`config.mk`:
```
export PLATFORM = sky130hd
export DESIGN_NAME = ff_bank
export DESIGN_NICKNAME = d
export VERILOG_FILES = /design/src/rtl/ff_bank_pkg.sv /design/src/rtl/ff_cell.sv /design/src/rtl/ff_bank.sv
export SDC_FILE = /design/constraint.sdc
export NUM_CORES = 1
export LEC_CHECK = 0
export CORE_AREA = 2 2 71 73
export DETAILED_ROUTE_END_ITERATION = 10
export DIE_AREA = 0 0 73 75
export GPL_TIMING_DRIVEN = 1
export HOLD_SLACK_MARGIN = 0.15
export PLACE_DENSITY_LB_ADDON = 0.05
export RECOVER_POWER = 100
export SETUP_SLACK_MARGIN = 0.2
export SLEW_MARGIN = 40
export SYNTH_ARGS = -nofsm -noshare
export SYNTH_HDL_FRONTEND = slang
export SYNTH_SLANG_ARGS = --single-unit
```
`constraint.sdc`:
```
create_clock -name clk -period 2.6 [get_ports clk]
set_input_delay 0.78 -clock clk [delete_from_list [all_inputs] [get_ports clk]]
set_output_delay 0.78 -clock clk [all_outputs]
set_load 0.01 [all_outputs]
```
`src/rtl/ff_bank_pkg.sv`:
```
// ff_bank_pkg: shared types for the configurable flip-flop bank.
//   mode_e      : per-cycle operating mode shared by every bit (SR, JK, D, T).
//   sr_policy_e : what an SR cell does when S and R are both high.
package ff_bank_pkg;

  typedef enum logic [1:0] {
    MODE_SR = 2'b00,
    MODE_JK = 2'b01,
    MODE_D  = 2'b10,
    MODE_T  = 2'b11
  } mode_e;

  typedef enum logic [1:0] {
    SR_HOLD  = 2'b00,
    SR_SET   = 2'b01,
    SR_CLEAR = 2'b10
  } sr_policy_e;

endpackage

```
`src/rtl/ff_cell.sv`:
```
// ff_cell: one configurable flip-flop bit (SR/JK/D/T) with sticky SR-invalid flag.
// Latency: q and err_flag update on the rising edge after inputs; invalid is combinational.
// Backpressure: none; en=0 freezes the cell, rst (sync, active-high) dominates everything.
// Ports: clk, rst, en, mode, a (S/J/D/T), b (R/K), clr_err -> q, err_flag, invalid.
module ff_cell
  import ff_bank_pkg::*;
#(
  parameter logic       RESET_BIT  = 1'b0,
  parameter sr_policy_e SR_INVALID = SR_HOLD
) (
  input  logic       clk,
  input  logic       rst,
  input  logic       en,
  input  logic [1:0] mode,
  input  logic       a,
  input  logic       b,
  input  logic       clr_err,
  output logic       q,
  output logic       err_flag,
  output logic       invalid
);

  mode_e m;
  logic  q_nxt;
  logic  sr_inv_val;

  assign m = mode_e'(mode);

  // Gated by en so the top-level counter only sees events that actually commit.
  assign invalid = en && (m == MODE_SR) && a && b;

  always_comb begin
    sr_inv_val = q;
    case (SR_INVALID)
      SR_SET:   sr_inv_val = 1'b1;
      SR_CLEAR: sr_inv_val = 1'b0;
      default:  sr_inv_val = q;
    endcase
  end

  always_comb begin
    q_nxt = q;
    case (m)
      MODE_SR: begin
        case ({a, b})
          2'b10:   q_nxt = 1'b1;
          2'b01:   q_nxt = 1'b0;
          2'b11:   q_nxt = sr_inv_val;
          default: q_nxt = q;
        endcase
      end
      MODE_JK: begin
        case ({a, b})
          2'b10:   q_nxt = 1'b1;
          2'b01:   q_nxt = 1'b0;
          2'b11:   q_nxt = ~q;
          default: q_nxt = q;
        endcase
      end
      MODE_D:  q_nxt = a;
      MODE_T:  q_nxt = a ? ~q : q;
      default: q_nxt = q;
    endcase
  end

  always_ff @(posedge clk) begin
    if (rst) begin
      q        <= RESET_BIT;
      err_flag <= 1'b0;
    end else if (en) begin
      q <= q_nxt;
      // A same-cycle invalid event survives a clear.
      err_flag <= clr_err ? invalid : (err_flag | invalid);
    end
  end

endmodule

```
`src/rtl/ff_bank.sv`:
```
// ff_bank: WIDTH configurable flip-flops sharing mode/en, plus a saturating SR-invalid counter.
// Latency: one cycle from inputs to q/err_flags/err_cnt; qn is a combinational inverse of q.
// Backpressure: none; en=0 holds all state, synchronous active-high rst dominates.
// Ports: clk, rst, en, mode[1:0], a/b[WIDTH], clr_err -> q, qn, err_flags[WIDTH], err_cnt[CNT_W].
module ff_bank
  import ff_bank_pkg::*;
#(
  parameter int                     WIDTH      = 8,
  parameter logic [WIDTH-1:0]       RESET_VAL  = '0,
  parameter sr_policy_e             SR_INVALID = SR_HOLD,
  parameter int                     CNT_W      = 8
) (
  input  logic             clk,
  input  logic             rst,
  input  logic             en,
  input  logic [1:0]       mode,
  input  logic [WIDTH-1:0] a,
  input  logic [WIDTH-1:0] b,
  input  logic             clr_err,
  output logic [WIDTH-1:0] q,
  output logic [WIDTH-1:0] qn,
  output logic [WIDTH-1:0] err_flags,
  output logic [CNT_W-1:0] err_cnt
);

  localparam logic [CNT_W-1:0] CNT_MAX = '1;

  logic [WIDTH-1:0] inv_vec;
  logic             any_inv;

  for (genvar i = 0; i < WIDTH; i++) begin : g_cell
    ff_cell #(
      .RESET_BIT  (RESET_VAL[i]),
      .SR_INVALID (SR_INVALID)
    ) u_cell (
      .clk      (clk),
      .rst      (rst),
      .en       (en),
      .mode     (mode),
      .a        (a[i]),
      .b        (b[i]),
      .clr_err  (clr_err),
      .q        (q[i]),
      .err_flag (err_flags[i]),
      .invalid  (inv_vec[i])
    );
  end

  assign qn      = ~q;
  // One count per cycle, however many bits are invalid.
  assign any_inv = |inv_vec;

  always_ff @(posedge clk) begin
    if (rst) begin
      err_cnt <= '0;
    end else if (en) begin
      if (clr_err) begin
        err_cnt <= any_inv ? CNT_W'(1) : '0;
      end else if (any_inv && (err_cnt != CNT_MAX)) begin
        err_cnt <= err_cnt + CNT_W'(1);
      end
    end
  end

endmodule

```
==> metrics.md, run 1 <==
| Metric | Value |
|---|---|
| Post-route ant nets | `0` |
| Crit share post-route | `90.7%` |
| Post-DR vias/cell | `5.60` |
| Via Count | `2050` |
| Asr flop ratio synth | `0%` |
| Hold Path Class | `reg2reg` |
| DR pass1 iterations | `4` |
| XOR/XNOR Fraction of Synth Area | `0%` |
| Element type at the critical path start | `input pin` |
| Uppermost layer routed | `met4` |
| Cell row count | `25` |
| Fin crit period | `2.36 ns` |
| DRC viols | `0` |
| WL final | `5140 um` |
| Die width | `73 um` |
| Synthesized area per cell | `7.94 um2` |
| Ant. Diodes | `0` |
| Maximum vdd drop | `0.000233 V` |
| Initial antenna violation count | `0` |
| Portion of netlist area occupied by mux cells | `0.481%` |
| Share of cells above drive strength 1 | `10.3%` |
| FF+latch count, synth | `24` |
| Die H | `75 um` |
| First-pass GRT wire length | `8400 um` |
| Post-synth top area cell | `dfxtp_1` |
| Hold_buf cts | `0` |
| Critical path type | `in2reg` |
| Area Growth Syn to Fin | `30.9%` |
| Syn nets | `309` |
| Fin. Hold Viols | `0` |
| Met1 WL | `2570 um` |
| Wire length on met2 | `2330 um` |
| Routed wl met3 | `198 um` |
| GRT Overall Usage | `19.2%` |
| CTS Buf Count | `3` |
| Yosys cell types | `41` |
| Number of DRC markers in iteration 0 | `71` |
| Pin count of the biggest net entering global routing | `25` |
| Slew Limit Headroom | `58.9%` |
| Total grt overflow | `0` |
| Nets@finish | `360` |
| Simple logic cell fraction of the synthesized area | `17.8%` |
| Measured slew at the worst slew-check pin | `0.612 ns` |
| Worst setup EP type | `flop` |
| Synth top area cells | `dfxtp_1 23%, ha_1 15%, o211ai_1 6.9%` |
| H-Tree Depth | `1` |
| Die ar. | `0.00548 mm2` |
| Core area | `0.00466 mm2` |
| Sequential element share of the synthesized area | `23.1%` |
| Placed cells | `362` |
| LEAKAGE | `0.00121 uW` |
| # port buffers | `53` |
| Vias in the first global route | `1850` |
| Worst path required time | `2.80 ns` |
| Per-cell routed wire length | `14.0 um` |
| Largest family of logic cells by synthesized area | `compound AO/OA/AOI/OAI gates` |
| Synth warn | `0` |
| Clock-pin slew on the worst setup and hold paths | `0.09 ns` |
| Worst hold slack | `0.493 ns` |
| Power per standard cell area | `348 mW/mm2` |
| Synth Area in Compound Gates | `28.9%` |
| Cells after synthesis | `262` |
| Worst skew pair latency | `0.26 ns` |
| Post-CTS setup repair buffer count | `0` |
| DP Wirelength | `3840 um` |
| Root Driver | `clkbuf_8` |
| Top-area cell type share of the netlist area | `23.1%` |
| Clock Tree Buf Depth | `2` |
| Slew Limit Fails | `0` |
| # clock sinks | `24` |
| Routability congestion estimate | `0.822` |
| # IOs | `54` |
| Critical path data arrival time | `2.56 ns` |
| Status | `finished, final reports clean` |
| Final Instance Count excl. Fillers | `366` |
| Max Clock Freq | `424 MHz` |
| Crit path max fanout | `12` |
| Starting Density | `44.6%` |
| Netlist Area Pre-Place | `0.00208 mm2` |
| Post-synth EDFFs | `0` |
| Synth Area in Adders | `15.0%` |
| Fin Clk Skew | `0.00101 ns` |
| Synth Flop Type | `dfxtp_1` |
| Max Cap Viol | `0` |
| CTS tree | `built` |
| RSZ-0062 raised after global routing | `false` |
| Endpoints failing setup | `0` |
critical path, stage by stage:
cell and delay, ns:
clkdlybuf4s50_1 0.46, or2_0 0.35, nor2_8 0.13, o21ai_2 0.15
or4_1 0.56, mux2i_1 0.14
sequential cells by signal, summed over array words and instances, names as in the netlist:
signal	flops
g_cell.u_cell.err_flag	8
err_cnt	8
g_cell.u_cell.q	8
synth_stat cells (2+ instances only):
| master | instances |
|---|---|
| a21o_1 | 5 |
| a21oi_1 | 13 |
| a221oi_1 | 7 |
| a22o_1 | 3 |
| a22oi_1 | 2 |
| a32oi_1 | 8 |
| and3_1 | 2 |
| buf_4 | 16 |
| buf_6 | 3 |
| clkbuf_1 | 11 |
| dfxtp_1 | 24 |
| ha_1 | 25 |
| inv_1 | 29 |
| nand2_1 | 17 |
| nand3_1 | 6 |
| nand3b_1 | 2 |
| nand4_1 | 3 |
| nor2_1 | 17 |
| nor2b_1 | 7 |
| nor3_1 | 2 |
| nor4_1 | 2 |
| o211ai_1 | 19 |
| o21ai_0 | 8 |
| o221ai_1 | 4 |
| o31ai_1 | 7 |
| o41ai_1 | 2 |
| or4_1 | 4 |
cells by family after synthesis:
| family | after synthesis |
|---|---|
| flip-flops | 24 |
| AND/OR/NAND/NOR | 70 |
| AO/OA/AOI/OAI | 83 |
| adder cells (fa/ha/maj) | 25 |
| buffers and inverters | 59 |
| multiplexers | 1 |
routing by layer:
metal,vias up,GRT usage (%)
li1,1041,-
met1,947,27.8
met2,58,30.2
met3,4,2.14
met4,0,5.76
met5,-,0
worst paths after layout:
| path | start | end | slack [ns] | cells after the start |
|---|---|---|---|---|
| max | mode[0] | err_cnt[7] | 0.24 | 6 |
| max reg2reg | err_cnt[0] | err_cnt[0] | 0.85 | 5 |
| min | g_cell[2].u_cell.err_flag | g_cell[2].u_cell.err_flag | 0.49 | 2 |
| min reg2reg | g_cell[2].u_cell.err_flag | g_cell[2].u_cell.err_flag | 0.49 | 2 |
where the power goes:
| part | internal, uW | leakage [uW] | switching [uW] |
|---|---|---|---|
| sequential | 383 | 0.000196 | 10.5 |
| combinational | 145 | 0.000986 | 148 |
| clock | 135 | 0.0000288 | 126 |
through the flow:
step / util [%] / total power, uW / setup TNS, ns / setup WS [ns] / cell area (um2)
global route: 58.4 / 1000 / 0 / 0.117 / 2720
CTS: 58.1 / 967 / 0 / 0.252 / 2710
floorplan: - / 574 / 0 / 0.341 / 2080
detailed placement: 57.0 / 705 / -0.0607 / -0.0295 / 2660
finish: 58.4 / 947 / 0 / 0.243 / 2720
global placement: 57.0 / 703 / 0 / 0.00952 / 2660
cell usage in the layout, fill, tap and decap left out, types with 2 or more instances in the layout:
master / Yosys / final
a21o_1: 5 / 5
a21oi_1: 13 / 12
a221oi_1: 7 / 7
a22o_1: 3 / 3
a22oi_1: 2 / 2
a32oi_1: 8 / 8
and3_1: 2 / 2
buf_4: 16 / 22
clkbuf_8: 0 / 4
clkdlybuf4s50_1: 0 / 18
dfxtp_1: 24 / 24
dlygate4sd3_1: 0 / 33
dlymetal6s2s_1: 0 / 2
ha_1: 25 / 25
inv_1: 29 / 29
nand2_1: 17 / 17
nand3_1: 6 / 6
nand3b_1: 2 / 2
nand4_1: 3 / 3
nor2_1: 17 / 17
nor2b_1: 7 / 7
nor3_1: 2 / 2
nor4_1: 2 / 2
o211ai_1: 19 / 19
o21ai_0: 8 / 8
o221ai_1: 4 / 3
o31ai_1: 7 / 7
o41ai_1: 2 / 2
or4_1: 4 / 4
timing repair:
action,in CTS,in global routing
gates resized for setup,0,6
endpoints found under the hold margin,0,0
endpoints found under the setup margin,0,9
final cells by class:
type                    count  area (um2)
fillers                   449        1940
inverters                  29         109
multi-input cells         179        1310
flip-flops and latches     24         480
repair buffers             76         704
well taps                  54        67.6
clock buffers               4        55.1
Power figures use the tool's default switching activity.
==> inputs of run 2 (changes only) <==
Settings changed: CAP_MARGIN set to 0.
==> results of run 2 <==
No change in the layout: final DEF, timing and power equal those of run 1.
==> inputs of run 3 (changes only) <==
Settings changed: CELL_PAD_IN_SITES_DETAIL_PLACEMENT set to 1, CELL_PAD_IN_SITES_GLOBAL_PLACEMENT set to 1, CORE_AREA 2 2 71 73 to 2 2 80 82, DIE_AREA 0 0 73 75 to 0 0 82 84.
==> run 3 against run 2 <==
Utilization fell by 12 points. Design area grew 3.5%. Count of clock-buffer cells in the layout is the same. First-iteration DRC count decreased by 51%. Via count up 1.6%. Critical path type unchanged.
==> metrics.md, run 3 (synthesis gave the netlist of run 1 again) <==
| Metric | Value |
|---|---|
| Post-DR vias/cell | `5.22 (was 5.60)` |
| Clock-pin slew on the worst setup and hold paths | `0.10 ns (was 0.09 ns)` |
| Worst path top cell family by delay | `simple AND/OR/NAND/NOR gates (unchanged)` |
| Post-CTS setup repair buffer count | `0 (unchanged)` |
| Fin crit period | `2.36 ns (about the same)` |
| Pin count of the biggest net entering global routing | `32 (was 25)` |
| Part of the power in the clock network | `27.4% (was 27.6%)` |
| DRC viols | `0 (unchanged)` |
| R2R cell count | `5 (unchanged)` |
| Critical path type | `in2reg (unchanged)` |
| Crit path max fanout | `12 (unchanged)` |
| Worst skew pair latency | `0.28 ns (was 0.26 ns)` |
| Share of cells above drive strength 1 | `11.5% (was 10.3%)` |
| GRT Overall Usage | `18.7% (was 19.2%)` |
| WL final | `6110 um (was 5140 um)` |
| Fin Clk Skew | `0.00859 ns (was 0.00101 ns)` |
| Slew Limit Fails | `0 (unchanged)` |
| Fin. Hold Viols | `0 (unchanged)` |
| Number of DRC markers in iteration 0 | `35 (was 71)` |
| Via Count | `2083 (was 2050)` |
| RR Startpoint | `err_cnt[0] (unchanged)` |
| Total grt overflow | `0 (unchanged)` |
| Placed cells | `395 (was 362)` |
| # clock sinks | `24 (unchanged)` |
| Core area | `0.00610 mm2 (was 0.00466 mm2)` |
| Most common cell after layout, fill and taps aside | `dlygate4sd3_1 (unchanged)` |
| Hold Path Class | `reg2reg (unchanged)` |
| CTS Buf Count | `3 (unchanged)` |
| Max Cap Viol | `0 (unchanged)` |
| Area Growth Syn to Fin | `35.4% (was 30.9%)` |
| Power per standard cell area | `345 mW/mm2 (was 348 mW/mm2)` |
| Worst Hold Path Cells | `2 (unchanged)` |
| CP endpoint | `err_cnt[7] (unchanged)` |
| Routability congestion estimate | `0.809 (was 0.822)` |
| Maximum vdd drop | `0.000216 V (was 0.000233 V)` |
| Slew Limit Headroom | `61.0% (was 58.9%)` |
| Vias in the first global route | `2129 (was 1850)` |
| Crit share post-route | `90.7% (about the same)` |
| Nets@finish | `370 (was 360)` |
| RR Endpoint | `err_cnt[0] (unchanged)` |
| Comb pwr share | `32.0% (was 30.9%)` |
| Sw Share | `30.8% (was 30.0%)` |
| CTS tree | `built (unchanged)` |
| Worst path required time | `2.81 ns (was 2.80 ns)` |
| Endpoints failing setup | `0 (unchanged)` |
| # port buffers | `53 (unchanged)` |
| Worst path slowest cell | `or4_1 (unchanged)` |
| Ant. Diodes | `0 (unchanged)` |
| Root Driver | `clkbuf_8 (unchanged)` |
| Min setup slack post-route | `0.242 ns (was 0.243 ns)` |
| Int Pwr | `673 uW (was 663 uW)` |
| Critical path data arrival time | `2.56 ns (about the same)` |
| Crit path cell chain | `clkdlybuf4s50_1, or2_0, nor2_8, o21ai_2, or4_1, mux2i_1 (unchanged)` |
| DR pass1 iterations | `6 (was 4)` |
| Per-cell routed wire length | `15.3 um (was 14.0 um)` |
| Worst setup EP type | `flop (unchanged)` |
| Commonest cells after routing, fill and taps aside | `32 x dlygate4sd3_1, 29 x inv_1, 27 x buf_4 (was 33 x dlygate4sd3_1, 29 x inv_1, 25 x ha_1)` |
| Switching power | `299 uW (was 284 uW)` |
| RSZ-0062 raised after global routing | `true (was false)` |
| Seq pwr share | `40.5% (was 41.5%)` |
| Die width | `82 um (was 73 um)` |
| H-Tree Depth | `1 (unchanged)` |
| DP Wirelength | `4700 um (was 3840 um)` |
| Final Instance Count excl. Fillers | `399 (was 366)` |
| Max Clock Freq | `424 MHz (about the same)` |
| Post-route ant nets | `0 (unchanged)` |
| Worst setup path start | `mode[1] (was mode[0])` |
| Crit path depth | `6 (unchanged)` |
| Die H | `84 um (was 75 um)` |
| # IOs | `54 (unchanged)` |
| Measured slew at the worst slew-check pin | `0.581 ns (was 0.612 ns)` |
| Top flop regs | `err_cnt (8), g_cell.u_cell.err_flag (8), g_cell.u_cell.q (8) (unchanged)` |
| Fill count | `755 (was 449)` |
| Hold_buf cts | `0 (unchanged)` |
| Reg2reg setup slack | `0.89 ns (was 0.85 ns)` |
| LEAKAGE | `0.00124 uW (was 0.00121 uW)` |
| Clock Tree Buf Depth | `2 (unchanged)` |
| Die ar. | `0.00689 mm2 (was 0.00548 mm2)` |
| Initial antenna violation count | `0 (unchanged)` |
| Element type at the critical path start | `input pin (unchanged)` |
| Critical path buffer and inverter count | `1 (unchanged)` |
| First-pass GRT wire length | `10100 um (was 8400 um)` |
| Setup WS pre-CTS | `-0.0867 ns (was -0.0295 ns)` |
| Starting Density | `34.1% (was 44.6%)` |
| Cell row count | `29 (was 25)` |
| Peak per-stage delay on the critical path | `0.55 ns (was 0.56 ns)` |
| Status | `finished, final reports clean (unchanged)` |
run 3: changes by cell type in the layout (fill, tap and decap cells not counted), sizes merged:
cell / previous run / this run
buf: 22 / 28
clkbuf: 5 / 9
clkdlybuf4s50: 18 / 20
dlygate4sd3: 33 / 32
dlymetal6s2s: 2 / 1
run 3: worst register-to-register path, stage by stage, from the launching register on:
cell and delay [ns]:
dfxtp_1 0.45, ha_1 0.29, nand2_1 0.08, nor3_1 0.50, o21ai_0 0.15, a31oi_1 0.19
run 3: power by group through the flow:
stage	logic [uW]	registers, uW	clock network, uW
after floorplan	174	400	0
after global placement	321	403	0
after detailed placement	325	404	0
after CTS	328	395	282
after global routing	346	397	292
final	311	394	266
run 3: cell type report:
class                           instances  area (um2)  share of cell area, %
Clock buffer                            4        55.1                   1.95
Inverter                               29         109                   3.86
Multi-Input combinational cell        179        1300                   46.2
Sequential cell                        24         480                   17.1
Tap cell                               77        96.3                   3.42
Timing Repair Buffer                   86         774                   27.5
run 3: layer usage:
layer | global-route usage (%) | up-vias | routed length (um)
met5 | 0 | - | 0
met4 | 4.55 | 0 | 43
met2 | 30.2 | 35 | 2850
li1 | - | 1060 | -
met3 | 2.71 | 2 | 167
met1 | 25.9 | 986 | 3050
run 3: worst min path at each step:
stage	from	endpoint
2_1_floorplan	g_cell[0].u_cell.err_flag	g_cell[0].u_cell.err_flag
4_1_cts	g_cell[6].u_cell.err_flag	g_cell[6].u_cell.err_flag
6_report	g_cell[6].u_cell.err_flag	g_cell[6].u_cell.err_flag
5_1_grt	g_cell[6].u_cell.err_flag	g_cell[6].u_cell.err_flag
3_5_place_dp	g_cell[6].u_cell.err_flag	g_cell[6].u_cell.err_flag
3_3_place_gp	g_cell[6].u_cell.err_flag	g_cell[6].u_cell.err_flag
run 3: timing repair:
item | 4_1_cts | 5_1_grt
gates resized for setup | 1 | 4
pin swaps | 0 | 4
endpoints found under the setup margin | 1 | 9
endpoints found under the hold margin | 0 | 0
run 3: stage by stage:
step / hold slack [ns] / area [um2] / util [%] / total power, uW / TNS [ns]
after CTS: 0.507 / 2830 / 46.5 / 1010 / 0
after floorplan: 0.455 / 2080 / - / 574 / 0
after global routing: 0.521 / 2820 / 46.2 / 1030 / 0
final: 0.492 / 2820 / 46.2 / 972 / 0
after global placement: 0.479 / 2770 / 45.5 / 724 / -0.187
after detailed placement: 0.481 / 2770 / 45.5 / 729 / -0.249
